<file path="src/rtl/ip_fetch_sequencer_pkg.sv">
// Shared types and default widths for the instruction fetch sequencer.
package ip_fetch_sequencer_pkg;

    localparam int IADDR_W = 10;
    localparam int INSTR_W = 16;

    typedef enum logic [0:0] {
        RUN   = 1'b0,
        FLUSH = 1'b1
    } seq_state_e;

endpackage

</file>
<file path="src/rtl/ip_fetch_buf.sv">
// Two-entry prefetch FIFO of {address, instruction}; slot 0 is always the head,
// so the head fields come straight from registers.
module ip_fetch_buf
    import ip_fetch_sequencer_pkg::*;
#(
    parameter int            AW         = IADDR_W,
    parameter int            DW         = INSTR_W,
    parameter logic [AW-1:0] RESET_ADDR = '0
) (
    input  logic          clk,
    input  logic          rst,
    input  logic          push,
    input  logic [AW-1:0] push_addr,
    input  logic [DW-1:0] push_data,
    input  logic          pop,
    input  logic          flush,
    output logic [1:0]    count,
    output logic          head_valid,
    output logic [AW-1:0] head_addr,
    output logic [DW-1:0] head_data
);

    logic          v0_r, v1_r;
    logic [AW-1:0] a0_r, a1_r;
    logic [DW-1:0] d0_r, d1_r;

    // Slot update: shift slot 1 forward on pop; head fields hold when nothing replaces them.
    always_ff @(posedge clk or posedge rst) begin
        if (rst) begin
            v0_r <= 1'b0;
            v1_r <= 1'b0;
            a0_r <= RESET_ADDR;
            a1_r <= '0;
            d0_r <= '0;
            d1_r <= '0;
        end else if (flush) begin
            v0_r <= 1'b0;
            v1_r <= 1'b0;
        end else begin
            case ({push, pop})
                2'b11: begin
                    if (v1_r) begin
                        a0_r <= a1_r;
                        d0_r <= d1_r;
                        a1_r <= push_addr;
                        d1_r <= push_data;
                    end else begin
                        a0_r <= push_addr;
                        d0_r <= push_data;
                    end
                end
                2'b01: begin
                    v0_r <= v1_r;
                    v1_r <= 1'b0;
                    if (v1_r) begin
                        a0_r <= a1_r;
                        d0_r <= d1_r;
                    end
                end
                2'b10: begin
                    if (!v0_r) begin
                        v0_r <= 1'b1;
                        a0_r <= push_addr;
                        d0_r <= push_data;
                    end else begin
                        v1_r <= 1'b1;
                        a1_r <= push_addr;
                        d1_r <= push_data;
                    end
                end
                default: begin
                end
            endcase
        end
    end

    assign count      = {1'b0, v0_r} + {1'b0, v1_r};
    assign head_valid = v0_r;
    assign head_addr  = a0_r;
    assign head_data  = d0_r;

endmodule

</file>
<file path="src/rtl/ip_fetch_sequencer.sv">
// Fetch sequencer: single-outstanding instruction fetch into a 2-entry prefetch
// buffer, with redirect handling that drains a stale in-flight request.
module ip_fetch_sequencer
    import ip_fetch_sequencer_pkg::*;
#(
    parameter int                     iaddr_width  = IADDR_W,
    parameter int                     instr_width  = INSTR_W,
    parameter logic [iaddr_width-1:0] reset_vector = '0
) (
    input  logic                   clk,
    input  logic                   rst,
    output logic                   imem_req,
    output logic [iaddr_width-1:0] imem_addr,
    input  logic                   imem_ack,
    input  logic [instr_width-1:0] imem_data,
    output logic                   instr_valid,
    output logic [instr_width-1:0] instr,
    output logic [iaddr_width-1:0] IP,
    input  logic                   ex_ready,
    input  logic                   redirect,
    input  logic [iaddr_width-1:0] redirect_addr
);

    localparam logic [iaddr_width-1:0] ADDR_ONE = {{(iaddr_width-1){1'b0}}, 1'b1};

    seq_state_e             state_r;
    logic                   pending_r;
    logic [iaddr_width-1:0] fetch_ip_r;
    logic [iaddr_width-1:0] req_addr_r;

    logic [1:0]             count_s;
    logic                   head_valid_s;
    logic                   consume_s;
    logic                   take_redirect_s;
    logic                   ack_s;
    logic                   push_s;
    logic [2:0]             occ_after_s;
    logic                   launch_s;
    logic [iaddr_width-1:0] launch_addr_s;

    assign consume_s       = head_valid_s & ex_ready & (state_r == RUN);
    assign take_redirect_s = consume_s & redirect;
    assign ack_s           = pending_r & imem_ack;
    assign push_s          = ack_s & (state_r == RUN) & ~take_redirect_s;
    assign occ_after_s     = {1'b0, count_s} - {2'b00, consume_s} + {2'b00, push_s};

    // Launch decision: an ack this cycle frees the single request slot for an immediate relaunch.
    always_comb begin
        launch_s      = 1'b0;
        launch_addr_s = fetch_ip_r;
        case (state_r)
            RUN: begin
                if (take_redirect_s) begin
                    launch_s      = ~pending_r | ack_s;
                    launch_addr_s = redirect_addr;
                end else begin
                    launch_s      = (~pending_r | ack_s) & (occ_after_s < 3'd2);
                    launch_addr_s = fetch_ip_r;
                end
            end
            FLUSH: begin
                launch_s      = ack_s;
                launch_addr_s = fetch_ip_r;
            end
            default: begin
                launch_s      = 1'b0;
                launch_addr_s = fetch_ip_r;
            end
        endcase
    end

    // Sequencer state: FSM, outstanding-request flag and fetch address.
    always_ff @(posedge clk or posedge rst) begin
        if (rst) begin
            state_r    <= RUN;
            pending_r  <= 1'b0;
            fetch_ip_r <= reset_vector;
            req_addr_r <= reset_vector;
        end else begin
            if (launch_s) begin
                pending_r  <= 1'b1;
                req_addr_r <= launch_addr_s;
                fetch_ip_r <= launch_addr_s + ADDR_ONE;
            end else begin
                if (ack_s) begin
                    pending_r <= 1'b0;
                end
                if (take_redirect_s) begin
                    fetch_ip_r <= redirect_addr;
                end
            end
            case (state_r)
                RUN: begin
                    if (take_redirect_s && pending_r && !imem_ack) begin
                        state_r <= FLUSH;
                    end
                end
                FLUSH: begin
                    if (ack_s) begin
                        state_r <= RUN;
                    end
                end
                default: state_r <= RUN;
            endcase
        end
    end

    ip_fetch_buf #(
        .AW         (iaddr_width),
        .DW         (instr_width),
        .RESET_ADDR (reset_vector)
    ) u_buf (
        .clk        (clk),
        .rst        (rst),
        .push       (push_s),
        .push_addr  (req_addr_r),
        .push_data  (imem_data),
        .pop        (consume_s),
        .flush      (take_redirect_s),
        .count      (count_s),
        .head_valid (head_valid_s),
        .head_addr  (IP),
        .head_data  (instr)
    );

    assign imem_req    = pending_r;
    assign imem_addr   = req_addr_r;
    assign instr_valid = head_valid_s;

endmodule

</file>
<file path="config.mk">
export PLATFORM = sky130hd
export DESIGN_NAME = ip_fetch_sequencer
export DESIGN_NICKNAME = d
export VERILOG_FILES = /design/src/rtl/ip_fetch_sequencer_pkg.sv /design/src/rtl/ip_fetch_buf.sv /design/src/rtl/ip_fetch_sequencer.sv
export SDC_FILE = /design/constraint.sdc
export NUM_CORES = 1
export LEC_CHECK = 0
export CORE_ASPECT_RATIO = 0.5
export CORE_UTILIZATION = 45
export DETAILED_ROUTE_END_ITERATION = 16
export DONT_BUFFER_PORTS = 1
export SLEW_MARGIN = 20
export SYNTH_ARGS = -nofsm -noshare
export SYNTH_HDL_FRONTEND = slang
export SYNTH_HIERARCHICAL = 1
export SYNTH_SLANG_ARGS = --single-unit
</file>
<file path="constraint.sdc">
create_clock -name clk -period 3.22 [get_ports clk]
set_clock_uncertainty 0.15 [all_clocks]
set_input_delay 0.483 -clock clk [delete_from_list [all_inputs] [get_ports clk]]
set_output_delay 0.483 -clock clk [all_outputs]
set_load 0.005 [all_outputs]
</file>
### Word level (Yosys, flattened, before mapping)

Cells that the tools add are included.

| word-level totals | value |
|---|---|
| logic and storage cells | 73 |
| output and inout bits | 38 |
| flip-flop bits (word level) | 76 |
| input port bits | 31 |

| operators by class | value |
|---|---|
| muxes and demuxes | 29 |
| reductions and logical operators | 10 |
| eq/ne operators | 8 |
| $lt $le $gt $ge | 1 |
| bitwise operators | 11 |
| $add $sub $neg | 4 |

Operators by type and width:

| operator | count |
|---|---|
| two-way mux 16 bit | 5 |
| two-way mux 10 bit | 7 |
| case mux 16 bit (3 select lines) | 1 |
| case mux 10 bit (2 select lines) | 2 |
| case mux 16 bit (2 select lines) | 1 |
| case mux 10 bit (3 select lines) | 1 |
| adder 10 x 1 -> 10 bit, second input constant | 1 |
| two-way mux 1 bit | 8 |
| case mux 1 bit (2 select lines) | 4 |
| AND reduction 4 bit | 2 |
| AND 1 bit | 7 |
| inequality test 2 x 1 -> 1 bit, second input constant | 3 |
| nonzero test 3 bit | 2 |
| == test 2 bit, second input constant | 2 |
| nonzero test 2 bit | 2 |
| adder 3 x 1 -> 3 bit | 1 |
| less-than comparator 3 x 2 -> 1 bit, second input constant | 1 |
| inequality test 3 x 2 -> 1 bit, second input constant | 1 |
| inverter 1 bit | 3 |
| subtractor 2 x 1 -> 3 bit | 1 |
| adder 1 x 1 -> 2 bit | 1 |
| == test 2 x 1 -> 1 bit, second input constant | 1 |
| logical AND 1 bit | 2 |
| inequality test 2 bit, second input constant | 1 |
| 3 further kinds | 3 |

### Logic depth before layout (Yosys ltp)

Gate-level depths: netlist (run 1).

| depth | value |
|---|---|
| depth after elaboration | 11 |
| gate-level depth with buffers | 13 |
| depth with buffers taken out | 11 |

### By module

The synthesis (run 1) kept the hierarchy.

By module, submodules not included:

| module | instances | area an instance (um2) | cells an instance | sequential area each (um2) |
|---|---|---|---|---|
| ip_fetch_buf | 1 | 2521.2 | 172 | 1351.3 |
| ip_fetch_sequencer | 1 | 1273.7 | 122 | 550.5 |

### Worst setup path after synthesis (run 1)

No wires, ideal clock.

| timing path | value |
|---|---|
| path type | register -> register |
| start | reg u_buf.v0_r (netlist: u_buf/head_valid) |
| end | reg fetch_ip_r[9] |
| cell stages (with the launch flop) | 13 |
| period minus slack after synthesis | 3.308 ns |
| arrival time | 3.029 ns |
| data required time | 2.941 ns |
| path slack | -0.088 ns |
| buffers on the path | 1 |
| setup time | 0.129 ns |
| cell sequence | dfrtp_1 > nand4b_4 > inv_4 > buf_2 > or3_1 > ha_1 > nand2b_1 > fa_1 > xnor2_1 > a211oi_4 > nor4_4 > nand3_1 > xor2_1 |

| on the way | value |
|---|---|
| longest elaborated chain between the ends | 11 |
| elaborated cells between the ends (all ways) | 16 |
| those cells by class | 4 x add/sub; 1 x order compare; 5 x mux; 6 x bitwise |

Ends and longest elaborated chain:

| item | RTL line | RTL |
|---|---|---|
| from (decl) | ip_fetch_buf.sv:23 | `logic v0_r, v1_r;` |
| from (signal assigned) | ip_fetch_buf.sv:53 | `v0_r <= v1_r;` |
| AND 1 bit * (2 in series) | ip_fetch_sequencer.sv:41 | `assign consume_s = head_valid_s & ex_ready & (state_r == RUN);` |
| AND 1 bit * | ip_fetch_sequencer.sv:42 | `assign take_redirect_s = consume_s & redirect;` |
| named net take_redirect_s | ip_fetch_sequencer.sv:34 | `logic take_redirect_s;` |
| inverter 1 bit (no line) | n/a |  |
| AND 1 bit | ip_fetch_sequencer.sv:44 | `assign push_s = ack_s & (state_r == RUN) & ~take_redirect_s;` |
| adder 3 x 1 -> 3 bit | ip_fetch_sequencer.sv:45 | `assign occ_after_s = {1'b0, count_s} - {2'b00, consume_s} + {2'b00, push_s};` |
| less-than comparator 3 x 2 -> 1 bit | ip_fetch_sequencer.sv:57 | `launch_s = (~pending_r \| ack_s) & (occ_after_s < 3'd2);` |
| AND 1 bit | ip_fetch_sequencer.sv:57 |  |
| two-way mux 1 bit | ip_fetch_sequencer.sv:53 | `if (take_redirect_s) begin` |
| case mux 1 bit (2 select lines) | ip_fetch_sequencer.sv:51 | `case (state_r)` |
| two-way mux 10 bit * | ip_fetch_sequencer.sv:80 | `if (launch_s) begin` |
| to (signal assigned) | ip_fetch_sequencer.sv:77 | `fetch_ip_r <= reset_vector;` |
| to (signal assigned) | ip_fetch_sequencer.sv:83 | `fetch_ip_r <= launch_addr_s + ADDR_ONE;` |
| to (signal assigned) | ip_fetch_sequencer.sv:89 | `fetch_ip_r <= redirect_addr;` |
| to (decl) | ip_fetch_sequencer.sv:28 | `logic [iaddr_width-1:0] fetch_ip_r;` |

Mark *: on every way through the listed nets, which the timed path passes. The rest lies on a longest branch.
A chain may end at the register's enable or synchronous reset.

### Worst setup path after layout (run 1)

| timing path | value |
|---|---|
| start | reg u_buf.v0_r (netlist: u_buf/head_valid) |
| end | reg fetch_ip_r[6] |

| on the way | value |
|---|---|
| longest elaborated chain between the ends | 11 |
| elaborated cells between the ends (all ways) | 16 |
| those cells by class | 4 x add/sub; 1 x order compare; 5 x mux; 6 x bitwise |

Ends and longest elaborated chain:

| item | RTL line |
|---|---|
| parallel branches: the longest is 10 deep, another holds subtractor 2 x 1 -> 3 bit | n/a |
| two-way mux 10 bit * | ip_fetch_sequencer.sv:80 |

Mark *: on every way between the ends.

==> flow_summary.yaml, run 1 <==
run_status:
  status: "finished clean"
power_and_ir_drop:
  ir_worst_vdd_mv: 0.457
  p_per_area_nw_per_um2: 1220
  p_leak_uw: 0.00179
  total_power_uw: 5230
setup_path:
  start_kind: "flop"
  slowest_delay_ns: 0.42
  crit_type: "reg -> reg"
  rr_worst_depth: 12
  crit_slowest_cell: "dfrtp_2"
  arrival_ns: 3.13
  crit_chain: "nand4b_4 > inv_4 > or3_1 > ha_1 > nand2b_1 > fa_2 > xnor2_2 > a211oi_4 > buf_12 > nor4b_1 > xnor2_1 > mux2i_1"
  r2r_end: "fetch_ip_r[6]$_DFF_PP0_"
  end_kind: "flop"
  cp-endpoint: "fetch_ip_r[6]$_DFF_PP0_"
  reg2reg_from: "u_buf/head_valid$_DFFE_PP0P_"
  worst-path-max-fanout: 7
  startpoint: "u_buf/head_valid$_DFFE_PP0P_"
  regToRegSetupSlack_ns: 0.15
  required_ns: 3.28
placement:
  io_buffers: 0
  postPlaceCellArea_um2: 3970
  place_ws_ns: 0.101
  dpl.hpwl_mm: 5.53
  place_inst: 402
  routabilityCongestion: 0.867
routing:
  firstDrtPassIters: 6
  wire_per_inst_um: 19.3
  drc_errors: 0
  drtIter0Drc: 96
  drt_wl_total_mm: 8.08
  vias: 2430
  via_per_inst: 5.81
  final_antenna_net_count: 0
logic_synthesis:
  syn_nets: 334
  yosys-top-cells-area: "dfrtp_1 50%, mux2_2 15%, a32o_1 6.3%"
  synth_top_cell_by_area: "dfrtp_1"
  yosys_warnings: 6
  netlist_area_um2: 3790
  ys_seq_area_frac: 0.501
  synth_top_area_frac: 0.501
  netlist_instances: 294
  synth_edf_count: 0
  yosysUniqueCellTypes: 41
  ys.flop_type: "dfrtp_1"
  async_flop_share: 1.00
  synth_area_per_cell_um2: 12.9
  synth_seq_cells: 76
global_route:
  antenna_found_initial: 0
  grt_pass1_vias: 2420
  grt_max_degree: 43
  grtUsageTotal: 0.196
  gr-total-overflow: 0
  grt_pass1_wl_mm: 12.9
floorplanning:
  dieHeight_um: 66.9
  core-area_um2: 8090
  fp.dieW_um: 132
  die-area_um2: 8830
  start_util: 0.469
  num_rows: 23
  num_io_pins: 69
layout:
  stdcell_count: 418
  finalInstanceArea_um2: 4280
  layout-drive-gt1-share: 0.317
  n_antenna_cell: 0
  multiInputGateArea_um2: 1770
  seqCellArea_um2: 1900
  num-fill-cells: 712
  syn_to_final_growth_pct: 12.9
  nNetsFinal: 342
clocking:
  root_buffer: "clkbuf_16"
  ctsHoldBuffers: 0
  cts_setup_buffers: 0
  cts-resized-gates: 0
  cts_buffer_depth: 2
  cts_made_buffers: 9
  clock_sinks: 76
  clk-insertion-delay-late_ns: 0.33
  cts_tree: "built"
  path_clk_slew_ns: 0.06
  htreeDepth: 3
sta:
  slew_violations: 0
  fin_crit_sh: 0.954
  slew_headroom: 0.403
  setup_viol: 0
  max_slew.worst_pin.slew_ns: 0.894
  min_period_ns: 3.07
  final_hold_viol_count: 0
  max_clock_freq_mhz: 325
  rsz0062_at_grt: "yes"
  setup_ws_ns: 0.148
flow_run:
  max_cap_viol_count: 0
hold_path:
  hold_class: "in -> async"
[layout make-up]
cell class | count | share of cell area
Clock buffer | 9 | 0.0526
Clock inverter | 6 | 0.0155
Inverter | 9 | 0.00847
Multi-Input combinational cell | 192 | 0.413
Sequential cell | 76 | 0.444
Tap cell | 112 | 0.0327
Timing Repair Buffer | 14 | 0.0333
[worst min-delay path by stage]
| stage | end | cells after the start | slack [ns] | from |
|---|---|---|---|---|
| CTS | state_r$_DFF_PP0_ | 1 | 0.08 | imem_ack |
| global placement | u_buf/d1_r[0]$_DFFE_PP0P_ | 1 | 0.32 | u_buf/d1_r[0]$_DFFE_PP0P_ |
| finish | imem_addr[9]$_DFFE_PP0P_ | 1 | 0.07 | rst |
| detailed placement | u_buf/d1_r[0]$_DFFE_PP0P_ | 1 | 0.34 | u_buf/d1_r[0]$_DFFE_PP0P_ |
| floorplan | u_buf/d1_r[0]$_DFFE_PP0P_ | 1 | 0.31 | u_buf/d1_r[0]$_DFFE_PP0P_ |
| global route | state_r$_DFF_PP0_ | 1 | 0.08 | imem_ack |
[worst max-delay path: cells and delay by family (launching register included)]
family,cells,cell delay (ns)
xor gates and xnor gates,2,0.38
AOI/OAI and AO/OA,1,0.10
DFF,1,0.42
adders and majority gates,2,0.64
muxes,1,0.09
and+or+nand+nor,4,0.99
buffers and inverters,2,0.18
[kinds of logic (layout without fill, tap and decap cells)]
kind of cell,Yosys count,in the layout,synth area share
AO/OA/AOI/OAI,47,47,0.111
XOR/XNOR,12,12,0.0297
adder cells (fa/ha/maj),9,9,0.0317
buffers and inverters,26,38,0.0366
flip-flops,76,76,0.501
multiplexers,71,71,0.206
AND/OR/NAND/NOR,53,53,0.0834
[metrics by stage]
step / hold slack [ns] / util / TNS, ns
6_report: 0.0684 / 0.530 / 0
5_1_grt: 0.0799 / 0.530 / -0.0632
4_1_cts: 0.0762 / 0.527 / 0
3_5_place_dp: 0.340 / 0.491 / 0
3_3_place_gp: 0.317 / 0.491 / 0
2_1_floorplan: 0.308 / - / 0
[synthesized netlist by cell type, types with 2 or more instances]
master / instances
nor4b_1: 4
mux2_1: 2
xor2_1: 5
inv_1: 8
mux2i_1: 17
ha_1: 8
a32o_1: 24
and3_1: 5
nand2_1: 13
clkbuf_1: 8
nand3_1: 5
a31oi_1: 4
a22oi_1: 2
mux2_2: 51
nand4_1: 2
nor2_1: 14
nand2b_1: 3
a21oi_1: 10
xnor2_1: 6
buf_2: 4
dfrtp_1: 76
buf_6: 4
[state kept, by name (all words and copies together), names as in the netlist]
signal            cells
u_buf/d1_r           16
u_buf/head_data      16
fetch_ip_r           10
imem_addr            10
u_buf/a1_r           10
u_buf/head_addr      10
imem_req              1
state_r               1
u_buf/head_valid      1
u_buf/v1_r            1
[power by group]
| group | internal (uW) | switching, uW | total [uW] |
|---|---|---|---|
| sequential | 1470 | 394 | 1860 |
| combinational | 1280 | 1120 | 2390 |
| clock | 596 | 380 | 976 |
[metal layers]
metal | wire length [um] | vias to the layer above | part of all wire | global-route usage
met3 | 535 | 8 | 0.066 | 0.0670
met4 | 74 | 0 | 0.0092 | 0.0669
li1 | - | 1103 | - | -
met1 | 3820 | 1256 | 0.47 | 0.257
met2 | 3660 | 63 | 0.45 | 0.305
met5 | 0 | - | 0 | 0
[cell usage in the layout (no fill, tap or decap), types with 2 or more instances in the layout]
cell type  Yosys  routed
a21oi_1       10      10
a22oi_1        2       2
a31oi_1        4       4
a32o_1        24      24
and3_1         5       5
buf_12         0       3
buf_4          1      11
clkbuf_16      0       9
clkinv_2       0       2
clkinv_4       0       3
dfrtp_1       76      75
ha_1           8       8
inv_1          8       7
mux2_1         2       2
mux2_2        51      51
mux2i_1       17      17
nand2_1       13      13
nand2b_1       3       3
nand3_1        5       5
nand4_1        2       2
nor2_1        14      14
nor4b_1        4       4
xnor2_1        6       5
xnor2_2        1       2
xor2_1         5       5
(Power assumes the default switching activity.)
==> run 2, diff against run 1 <==
--- a/config.mk
+++ b/config.mk
@@ -9,6 +9,7 @@
 export CORE_UTILIZATION = 45
 export DETAILED_ROUTE_END_ITERATION = 16
 export DONT_BUFFER_PORTS = 1
+export SKIP_LAST_GASP = 1
 export SLEW_MARGIN = 20
 export SYNTH_ARGS = -nofsm -noshare
 export SYNTH_HDL_FRONTEND = slang
==> results of run 2 <==
Same layout as run 1: the final DEF is identical, and so are final timing and power.
==> run 3, diff against run 2 <==
--- a/config.mk
+++ b/config.mk
@@ -5,6 +5,7 @@
 export SDC_FILE = /design/constraint.sdc
 export NUM_CORES = 1
 export LEC_CHECK = 0
+export ABC_CLOCK_PERIOD_IN_PS = 3220
 export CORE_ASPECT_RATIO = 0.5
 export CORE_UTILIZATION = 45
 export DETAILED_ROUTE_END_ITERATION = 16
==> results of run 3 <==
Same layout as run 1: the final DEF is identical, and so are final timing and power.
